`config.mk`:
```
export PLATFORM = sky130hd
export DESIGN_NAME = adsr_envelope_flat
export DESIGN_NICKNAME = d
export VERILOG_FILES = /design/src/rtl/adsr_envelope_if.sv /design/src/rtl/adsr_envelope.sv /design/src/flat_wrapper.sv
export SDC_FILE = /design/constraint.sdc
export NUM_CORES = 1
export LEC_CHECK = 0
export CORE_MARGIN = 3
export CORE_UTILIZATION = 45
export DETAILED_ROUTE_END_ITERATION = 10
export PLACE_DENSITY_LB_ADDON = 0.25
export SETUP_SLACK_MARGIN = 0.02
export SLEW_MARGIN = 20
export SYNTH_ARGS = -nofsm -noshare
export SYNTH_HDL_FRONTEND = slang
export SYNTH_SLANG_ARGS = --single-unit
```
`constraint.sdc`:
```
create_clock -name clock_50_000_000 -period 8.9 [get_ports clock_50_000_000]
set_input_delay 0.89 -clock clock_50_000_000 [delete_from_list [all_inputs] [get_ports clock_50_000_000]]
set_output_delay 0.89 -clock clock_50_000_000 [all_outputs]
set_load 0.01 [all_outputs]
```
`src/rtl/adsr_envelope_if.sv`:
```
// adsr_envelope_if: voice control/sample bus between the note logic and the ADSR envelope/VCA.
interface adsr_envelope_if #(
    parameter int AUDIO_BIT_WIDTH = 24,
    parameter int ENV_WIDTH = 16
);
    logic sample_tick;
    logic note_on;
    logic [ENV_WIDTH-1:0] attack_step;
    logic [ENV_WIDTH-1:0] decay_step;
    logic [ENV_WIDTH-1:0] sustain_level;
    logic [ENV_WIDTH-1:0] release_step;
    logic signed [AUDIO_BIT_WIDTH-1:0] sample_in;
    logic signed [AUDIO_BIT_WIDTH-1:0] sample_out;
    logic [ENV_WIDTH-1:0] envelope;
    logic active;
    modport master (
        output sample_tick, note_on, attack_step, decay_step, sustain_level, release_step, sample_in,
        input sample_out, envelope, active
    );
    modport slave (
        input sample_tick, note_on, attack_step, decay_step, sustain_level, release_step, sample_in,
        output sample_out, envelope, active
    );
endinterface

```
`src/rtl/adsr_envelope.sv`:
```
// adsr_envelope: per-voice ADSR envelope generator and VCA scaling the oscillator sample.
module adsr_envelope #(
    parameter int AUDIO_BIT_WIDTH = 24,
    parameter int ENV_WIDTH = 16
) (
    input logic clock_50_000_000,
    input logic reset,
    adsr_envelope_if.slave voice
);
    localparam logic [ENV_WIDTH-1:0] ENV_MAX = '1;
    typedef enum logic [2:0] {IDLE, ATTACK, DECAY, SUSTAIN, RELEASE} state_t;
    state_t state_q, state_d;
    logic [ENV_WIDTH-1:0] env_q, env_d;
    logic gate_q, rise, fall;
    logic [ENV_WIDTH:0] sum;
    logic signed [AUDIO_BIT_WIDTH+ENV_WIDTH:0] prod;
    logic signed [AUDIO_BIT_WIDTH-1:0] sample_q, sample_d;

    assign rise = voice.note_on & ~gate_q;
    assign fall = ~voice.note_on & gate_q;
    assign sum = {1'b0, env_q} + {1'b0, voice.attack_step};
    // envelope is zero-extended so it always scales as a positive gain below unity
    assign prod = $signed(voice.sample_in) * $signed({1'b0, env_q});
    assign sample_d = AUDIO_BIT_WIDTH'(prod >>> ENV_WIDTH);

    always_comb begin
        state_d = state_q;
        env_d = env_q;
        if (rise) state_d = ATTACK;
        else if (fall && state_q inside {ATTACK, DECAY, SUSTAIN}) state_d = RELEASE;
        else if (voice.sample_tick) begin
            case (state_q)
                ATTACK: begin
                    env_d = (voice.attack_step == '0 || sum >= {1'b0, ENV_MAX}) ? ENV_MAX : sum[ENV_WIDTH-1:0];
                    state_d = (env_d == ENV_MAX) ? DECAY : ATTACK;
                end
                DECAY: begin
                    env_d = (voice.decay_step == '0 || env_q <= voice.sustain_level ||
                             env_q - voice.sustain_level <= voice.decay_step) ? voice.sustain_level : env_q - voice.decay_step;
                    state_d = (env_d == voice.sustain_level) ? SUSTAIN : DECAY;
                end
                SUSTAIN: env_d = voice.sustain_level;
                RELEASE: begin
                    env_d = (voice.release_step == '0 || env_q <= voice.release_step) ? '0 : env_q - voice.release_step;
                    state_d = (env_d == '0) ? IDLE : RELEASE;
                end
                default: env_d = '0;
            endcase
        end
    end

    always_ff @(posedge clock_50_000_000 or posedge reset) begin
        if (reset) begin
            state_q <= IDLE;
            env_q <= '0;
            gate_q <= 1'b0;
            sample_q <= '0;
        end else begin
            state_q <= state_d;
            env_q <= env_d;
            gate_q <= voice.note_on;
            sample_q <= sample_d;
        end
    end

    assign voice.envelope = env_q;
    assign voice.active = state_q != IDLE;
    assign voice.sample_out = sample_q;
endmodule

```
`src/flat_wrapper.sv`:
```
// flat-port wrapper written by rule: the top's interface ports become plain ports
module adsr_envelope_flat 
#(
    parameter int AUDIO_BIT_WIDTH = 24,
    parameter int ENV_WIDTH = 16
)
  (clock_50_000_000, reset, voice_sample_tick, voice_note_on, voice_attack_step, voice_decay_step, voice_sustain_level, voice_release_step, voice_sample_in, voice_sample_out, voice_envelope, voice_active);
  adsr_envelope_if #(.AUDIO_BIT_WIDTH(AUDIO_BIT_WIDTH), .ENV_WIDTH(ENV_WIDTH)) voice_i ();
  input logic clock_50_000_000;
  input logic reset;
  input wire logic [$bits(voice_i.sample_tick)-1:0] voice_sample_tick;
  input wire logic [$bits(voice_i.note_on)-1:0] voice_note_on;
  input wire logic [$bits(voice_i.attack_step)-1:0] voice_attack_step;
  input wire logic [$bits(voice_i.decay_step)-1:0] voice_decay_step;
  input wire logic [$bits(voice_i.sustain_level)-1:0] voice_sustain_level;
  input wire logic [$bits(voice_i.release_step)-1:0] voice_release_step;
  input wire logic [$bits(voice_i.sample_in)-1:0] voice_sample_in;
  output wire logic [$bits(voice_i.sample_out)-1:0] voice_sample_out;
  output wire logic [$bits(voice_i.envelope)-1:0] voice_envelope;
  output wire logic [$bits(voice_i.active)-1:0] voice_active;
  assign voice_i.sample_tick = voice_sample_tick;
  assign voice_i.note_on = voice_note_on;
  assign voice_i.attack_step = voice_attack_step;
  assign voice_i.decay_step = voice_decay_step;
  assign voice_i.sustain_level = voice_sustain_level;
  assign voice_i.release_step = voice_release_step;
  assign voice_i.sample_in = voice_sample_in;
  assign voice_sample_out = voice_i.sample_out;
  assign voice_envelope = voice_i.envelope;
  assign voice_active = voice_i.active;
  adsr_envelope #(.AUDIO_BIT_WIDTH(AUDIO_BIT_WIDTH), .ENV_WIDTH(ENV_WIDTH)) u_core (.clock_50_000_000(clock_50_000_000), .reset(reset), .voice(voice_i));
endmodule
```
### Word level (Yosys, flattened, before mapping)

Cells that the tools add are included.

| storage, ports and cells | value |
|---|---|
| flip-flop bits (word level) | 44 |
| latch bits | 0 |
| RAM bits | 0 |
| bits in read-only memories | 0 |
| input bits | 92 |
| word-level logic and storage cells | 51 |
| memories kept | 0 |

| cells by class | value |
|---|---|
| add/subtract/negate cells | 4 |
| multipliers | 1 |
| div/mod/pow operators | 0 |
| $lt $le $gt $ge | 4 |
| equal/unequal tests | 6 |
| shift operators | 0 |
| multiplexer cells | 11 |
| bitwise logic cells | 6 |
| reductions and logical operators | 15 |

Operators by type and width:

| cell | number |
|---|---|
| $logic_not A16 Y1 | 4 |
| $pmux W16 S4 | 1 |
| $le A16 B16 Y1 | 3 |
| $mux W16 | 3 |
| $sub A16 B16 Y16 | 3 |
| $mul A24 B17 Y40 | 1 |
| $add A16 B16 Y17 | 1 |
| $ge A17 B16 Y1 const B | 1 |
| $eq A16 B16 Y1 | 1 |
| $eq A16 B16 Y1 const B | 1 |
| $mux W3 | 4 |
| $pmux W3 S3 | 1 |
| $reduce_bool A3 Y1 | 3 |
| $eq A3 B2 Y1 const B | 2 |
| $reduce_bool A5 Y1 | 1 |
| $logic_or A1 B1 Y1 | 4 |
| $not A1 Y1 | 4 |
| $eq A3 B1 Y1 const B | 1 |
| $eq A3 B3 Y1 const B | 1 |
| $reduce_and A3 Y1 | 1 |
| $and A1 B1 Y1 | 2 |
| $mux W2 | 1 |
| $reduce_and A2 Y1 | 1 |
| $logic_and A1 B1 Y1 | 1 |
| $mux W1 | 1 |

### Depth between registers and ports, before layout

Gate-level depths: netlist of run 1.

| depth | value |
|---|---|
| word-level depth | 10 |
| mapped depth | 26 |
| mapped depth without buffers | 25 |

### Worst setup path before layout of run 1

Ideal clock, no wire load.

| path | value |
|---|---|
| kind | input port to flip-flop |
| start point | in voice_sample_in[10] |
| end point | reg u_core.sample_q[19] (netlist: u_core.voice.sample_out[19]) |
| setup time | 80 ps |
| data arrival time | 6596 ps |
| data required time | 8820 ps |
| setup slack | 2224 ps |
| cell stages on the path | 22 |
| path buffers | 1 |
| cell sequence | clkbuf_1 nand2_1 fa_1 fa_1 fa_1 fa_1 inv_1 fa_1 inv_1 fa_1 inv_1 ha_1 a21o_1 a21oi_2 a2bb2oi_2 a311oi_2 nor3_4 o21bai_2 a2111o_1 a21o_1 a21oi_2 xnor2_1 |

| on the way | value |
|---|---|
| word-level cells in the longest chain between the ends | 1 |

Ends and longest elaborated chain:

| element | RTL line | source |
|---|---|---|
| from (decl) | flat_wrapper.sv:17 | `input wire logic [$bits(voice_i.sample_in)-1:0] voice_sample_in;` |
| $mul A24 B17 Y40 | adsr_envelope.sv:23 | `assign prod = $signed(voice.sample_in) * $signed({1'b0, env_q});` |
| via u_core.prod[35] | adsr_envelope.sv:16 | `logic signed [AUDIO_BIT_WIDTH+ENV_WIDTH:0] prod;` |
| to (signal assigned) | adsr_envelope.sv:62 | `sample_q <= sample_d;` |
| to (decl) | adsr_envelope.sv:17 | `logic signed [AUDIO_BIT_WIDTH-1:0] sample_q, sample_d;` |

The timed path passes the listed nets, and every way through them passes these cells.
A chain may end at the register's enable or synchronous reset.

### Final worst setup path of run 1

| path | value |
|---|---|
| start point | in voice_sample_in[12] |
| end point | reg u_core.sample_q[23] (netlist: u_core.voice.sample_out[23]) |

The elaborated chain is that of the path after synthesis.

==> results.yml, run 1 <==
outcome:
  outcome: "finished, final reports clean"
synthesis:
  synth.top_cell.area_share_pct: 39.7
  ys_types: 85
  yosys_warnings: 0
  syn_area_mm2: 0.0188
  synth_area_leader_cell: "fa_1"
  netlist_top_cells_count: "506 x inv_1, 374 x fa_1, 273 x nand2_1"
  synth_adder_area_share_pct: 51.4
  ys_seq_area_share_pct: 5.84
  yosys.area_share.simple_pct: 16.2
  syn_inst: 2159
  syn-num-nets: 2800
  synth_top_family_by_area: "adder cells"
  syn_avg_cell_area_um2: 8.73
  synth-edff-count: 0
  synthMostInstantiatedCell: "inv_1"
  synthXorXnorAreaFrac_pct: 4.54
  synthTopCellsByArea: "fa_1 40%, ha_1 12%, inv_1 10%"
  synth_compound_area_share_pct: 10.3
  yosys-mux-area-fraction_pct: 0.159
  ys_ff_latch: 44
  synthArstFlopShare_pct: 100
  ys.flop_type: "dfrtp_1"
floorplan:
  die_height_um: 211
  core_mm2: 0.0411
  dieArea_mm2: 0.0444
  dieWidth_um: 211
  fp-row-count: 74
  pin_count: 133
  start_util_pct: 45.8
sta:
  period_minus_slack_ns: 7.66
  worst_pin_slew_ns: 1.21
  hold_viol: 0
  report.final.setup_viol: 0
  fmax_mhz: 131
  skew_ns: 0.0123
  slew_headroom_pct: 19.1
  slew_viol_final: 0
  rsz0062_at_grt: "no"
  period_share_pct: 86.0
  setup_tns_ns: 0
worst_setup_path:
  endpoint_kind: "flop"
  required_ns: 9.09
  cp-start-kind: "input port"
  cp_data_arrival_time_ns: 7.85
  path_cells: "clkdlybuf4s50_1 > and2_1 > fa_1 > inv_1 > fa_1 > fa_1 > inv_1 > fa_1 > fa_1 > inv_1 > fa_1 > inv_1 > ha_1 > nand4_1 > nor2_1 > o2111ai_2 > a311oi_2 > nor3_4 > a21oi_2 > nand4_1 > a311oi_2 > a21oi_1 > xnor2_1"
  cpMaxStageDelayCell: "clkdlybuf4s50_1"
  path_class: "in -> reg"
  cp_max_fo: 16
  cpPeakStageDelay_ns: 0.85
  cp-endpoint: "u_core.voice.sample_out[23]$_DFF_PP0_"
  startpoint: "voice_sample_in[12]"
  reg2regPathDepth: 21
  timing.rr.start: "u_core.voice.envelope[2]$_DFFE_PP0P_"
  regToRegEndpoint: "u_core.voice.sample_out[23]$_DFF_PP0_"
  cp_common_cell: "fa_1"
  r2r_slack_ns: 1.69
clock_tree:
  clockBufferDepth: 2
  clock_latency_ns: 0.31
  post-cts-setup-buffers: 0
  root_buffer: "clkbuf_16"
  clkTransAtPathRegs_ns: 0.07
  cts_tree: "done"
  h-tree-depth: 2
  cts_hold_buf: 0
  cts_resized: 0
  cts_made_buffers: 5
  cts_sinks: 44
run:
  cap_violations: 0
routing:
  first_pass_iters: 6
  ant_nets: 0
  drt-initial-drc-count: 969
  vias: 15100
  viasPerCell: 5.40
  avgRoutedWirePerCell_um: 19.1
  drt-total-wl_mm: 53.3
  route.detailed.drc: 0
global_route:
  grt_max_degree: 45
  overflow: 0
  grt_first_pass_wirelength_mm: 85.6
  grt_usage_pct: 24.4
  grt_pass1_vias: 15900
  antenna_found_initial: 2
min_path:
  min_from: "u_core.state_q[1]$_DFFE_PP0P_"
  hold_path_class: "reg -> reg"
layout:
  fin_util_pct: 51.0
  area_delta_synth_final_pct: 11.2
  drive_gt1_share_pct: 3.23
  num_antenna_cells: 0
  fin_nets: 2898
placement:
  dp_hpwl_mm: 43.4
  io_buffers: 132
  gp_congestion: 0.941
==> critical path: cells and delay by family <==
kind,cells,cell delay (ns)
AOI/OAI and AO/OA,5,1.35
buffers and inverters,5,1.05
xor gates and xnor gates,1,0.14
and+or+nand+nor,5,1.10
adders and majority gates,7,3.32
==> per-stage QoR <==
stage | setup slack [ns] | hold slack (ns) | std cells | area, µm²
5_1_grt | 0.921 | 0.780 | 2790 | 21000
2_1_floorplan | 2.22 | 0.575 | 2159 | 18800
6_report | 1.24 | 0.687 | 2790 | 21000
3_5_place_dp | 0.968 | 0.645 | 2782 | 20800
4_1_cts | 1.26 | 0.682 | 2790 | 21000
3_3_place_gp | 1.04 | 0.635 | 2782 | 20800
==> cell families after synthesis <==
kind of cell | Yosys count
AOI/OAI and AO/OA | 271
xor gates and xnor gates | 96
adders and majority gates | 549
buffers and inverters | 578
DFF | 44
muxes | 3
and+or+nand+nor | 618
==> how the worst min path moves through the flow <==
stage | endpoint | cells past startpoint
floorplan | u_core.state_q[1]$_DFFE_PP0P_ | 2
global placement | u_core.state_q[1]$_DFFE_PP0P_ | 2
detailed placement | u_core.state_q[1]$_DFFE_PP0P_ | 2
CTS | u_core.state_q[1]$_DFFE_PP0P_ | 2
global route | u_core.state_q[1]$_DFFE_PP0P_ | 2
finish | u_core.state_q[1]$_DFFE_PP0P_ | 2
==> registers in the layout, summed over array words and instances, names as in the netlist <==
| name | cells |
|---|---|
| u_core.gate_q | 1 |
| u_core.state_q | 3 |
| u_core.voice.envelope | 16 |
| u_core.voice.sample_out | 24 |
==> area by class of cell <==
class	count	area, µm²
Clock inverter	2	38.8
Tap cell	532	666
Timing Repair Buffer	163	1550
Multi-Input combinational cell	1537	15600
Fill cell	3943	20200
Inverter	506	1900
Clock buffer	6	139
Sequential cell	44	1100
==> placed cells by master, fill, tap and decap left out, types with 31 or more instances in the layout <==
cell type,count
nand2_1,273
o21ai_0,41
nor2_1,54
dfrtp_1,43
buf_4,31
ha_1,175
inv_1,505
clkdlybuf4s50_1,132
fa_1,374
xnor2_1,67
and2_1,152
a21oi_1,69
a21o_1,37
==> per-layer routing <==
layer	part of all wire [%]	routed length, µm	vias up	track usage [%]
met2	49	25900	518	41.7
met1	43	22900	7592	33.6
met4	2.5	1360	2	5.98
li1	-	-	6872	-
met5	0.024	13	-	0
met3	5.9	3150	95	2.79
Power of run 1 is left out: the tool's default activity adds up to more than one toggle a clock period on the data nets, which glitch-free logic cannot reach.
==> run 2: changes to the inputs <==
--- a/config.mk
+++ b/config.mk
@@ -7,8 +7,9 @@
 export LEC_CHECK = 0
 export CORE_MARGIN = 3
 export CORE_UTILIZATION = 45
+export CTS_CLUSTER_DIAMETER = 200
 export DETAILED_ROUTE_END_ITERATION = 10
-export PLACE_DENSITY_LB_ADDON = 0.25
+export PLACE_DENSITY = 0.7
 export SETUP_SLACK_MARGIN = 0.02
 export SLEW_MARGIN = 20
 export SYNTH_ARGS = -nofsm -noshare
==> run 2 against run 1 <==
Against the previous run:
- first-iteration DRC count rose by 4.4%
- non-clock buffer count rose by 1
- die area did not move
- fmax barely moved
- core utilization barely moved
- critical path depth fell by 1
- cell area barely moved
- worst setup slack got worse by 0.0011 ns
- via count rose by 0.36%
- critical path type unchanged
==> results.yml, run 2 (synthesized netlist as in run 1, its figures left out) <==
layout:
  drive_gt1_share_pct: 3.23
  layoutNonFillerInstCount: 2791
  n_fill_cell: 3900
  area_delta_synth_final_pct: 11.3
  fin_nets: 2899
  mostFrequentLayoutCells: "505 x inv_1, 374 x fa_1, 273 x nand2_1"
  largest_reg_flops: 24
  final_common_cell: "inv_1"
  num_antenna_cells: 0
clock_tree:
  clkTransAtPathRegs_ns: 0.07
  cts_made_buffers: 5
  root_buffer: "clkbuf_16"
  cts_resized: 0
  clockBufferDepth: 2
  clock_latency_ns: 0.31
  cts_sinks: 44
  post-cts-setup-buffers: 0
  cts_tree: "done"
  cts_hold_buf: 0
  h-tree-depth: 2
worst_setup_path:
  endpoint_kind: "flop"
  cpMaxStageDelayCell: "clkdlybuf4s50_1"
  cp_common_cell: "fa_1"
  r2r_slack_ns: 1.81
  startpoint: "voice_sample_in[9]"
  cp_data_arrival_time_ns: 7.85
  reg2regPathDepth: 21
  cp_max_fo: 16
  required_ns: 9.10
  cpPeakStageDelay_ns: 1.00
  timing.rr.start: "u_core.voice.envelope[3]$_DFFE_PP0P_"
  path_class: "in -> reg"
  regToRegEndpoint: "u_core.voice.sample_out[23]$_DFF_PP0_"
  path_cells: "clkdlybuf4s50_1 > nand2_1 > fa_1 > inv_1 > fa_1 > fa_1 > fa_1 > fa_1 > inv_1 > fa_1 > inv_1 > ha_1 > nand4_1 > nor2_1 > o2111ai_2 > a311oi_2 > nor3_4 > a21oi_2 > nand4_1 > a311oi_2 > a21oi_1 > xnor2_1"
  cp-endpoint: "u_core.voice.sample_out[23]$_DFF_PP0_"
  cp-start-kind: "input port"
routing:
  viasPerCell: 5.42
  first_pass_iters: 6
  avgRoutedWirePerCell_um: 19.0
  ant_nets: 0
  route.detailed.drc: 0
  drt-total-wl_mm: 53.0
  drt-initial-drc-count: 1012
  vias: 15100
placement:
  io_buffers: 132
  dp.cells: 2783
  gp_congestion: 0.941
  dp_hpwl_mm: 43.5
global_route:
  met3_usage_pct: 3.37
  grt_use_met1_pct: 32.2
  overflow: 0
  busiest_layer: "met2"
  grt_max_degree: 45
  grt_use_met2_pct: 42.4
  grt_usage_pct: 24.5
  grt_pass1_vias: 16300
  grt_first_pass_wirelength_mm: 86.1
  antenna_found_initial: 0
floorplan:
  core_mm2: 0.0411
  dieArea_mm2: 0.0444
  die_height_um: 211
  start_util_pct: 45.8
  fp-row-count: 74
  dieWidth_um: 211
  pin_count: 133
sta:
  slew_viol_final: 0
  worst_pin_slew_ns: 1.12
  skew_ns: 0.0113
  fmax_mhz: 131
  report.final.setup_viol: 0
  slew_headroom_pct: 25.6
  rsz0062_at_grt: "no"
  setup_tns_ns: 0
  period_minus_slack_ns: 7.66
  period_share_pct: 86.0
  hold_viol: 0
min_path:
  hold_depth: 2
  hold_path_class: "reg -> reg"
outcome:
  outcome: "finished, final reports clean"
run:
  cap_violations: 0
-- run 2: cell type report --
class / count / area [µm²] / area share, %
Multi-Input combinational cell: 1537 / 15600 / 74.2
Inverter: 506 / 1900 / 9.06
Timing Repair Buffer: 164 / 1560 / 7.45
Clock buffer: 6 / 139 / 0.662
Clock inverter: 2 / 38.8 / 0.185
Tap cell: 532 / 666 / 3.18
Sequential cell: 44 / 1100 / 5.25
-- run 2: worst max-delay path: cells and delay by family --
family / cells / cell delay [ns]
buffers and inverters: 4 / 1.14
AO/OA/AOI/OAI: 5 / 1.36
AND/OR/NAND/NOR: 5 / 0.92
adder cells (fa/ha/maj): 7 / 3.39
XOR/XNOR: 1 / 0.14
-- run 2: how the worst min path moves through the flow --
stage	to	slack, ns	startpoint
final	u_core.state_q[1]$_DFFE_PP0P_	0.68	u_core.state_q[1]$_DFFE_PP0P_
after global routing	u_core.state_q[1]$_DFFE_PP0P_	0.72	u_core.state_q[1]$_DFFE_PP0P_
after CTS	u_core.state_q[1]$_DFFE_PP0P_	0.67	u_core.state_q[1]$_DFFE_PP0P_
after detailed placement	u_core.state_q[1]$_DFFE_PP0P_	0.66	u_core.state_q[1]$_DFFE_PP0P_
after global placement	u_core.state_q[1]$_DFFE_PP0P_	0.64	u_core.state_q[1]$_DFFE_PP0P_
after floorplan	u_core.state_q[1]$_DFFE_PP0P_	0.57	u_core.state_q[1]$_DFFE_PP0P_
-- run 2: routing by layer --
metal,wire (µm),share of wire (%)
met5,0,0
met4,1730,3.3
met3,3260,6.1
met2,26300,50
met1,21700,41
-- run 2: metrics by stage --
step / cell area (µm²) / util (%) / setup WS [ns] / hold WS, ns
after floorplan: 18800 / - / 2.22 / 0.575
after global placement: 20800 / 50.6 / 1.07 / 0.642
after detailed placement: 20800 / 50.6 / 0.965 / 0.663
after CTS: 21000 / 51.0 / 1.26 / 0.671
after global routing: 21000 / 51.0 / 0.912 / 0.719
final: 21000 / 51.0 / 1.24 / 0.680
Power of run 2 is left out for the same reason.
==> run 3: changes to the inputs <==
--- a/config.mk
+++ b/config.mk
@@ -5,6 +5,7 @@
 export SDC_FILE = /design/constraint.sdc
 export NUM_CORES = 1
 export LEC_CHECK = 0
+export ABC_AREA = 0
 export CORE_MARGIN = 3
 export CORE_UTILIZATION = 45
 export CTS_CLUSTER_DIAMETER = 200
==> results of run 3 <==
Final layout, timing and power as in run 2 (identical DEF).
Power of run 3 is left out for the same reason.
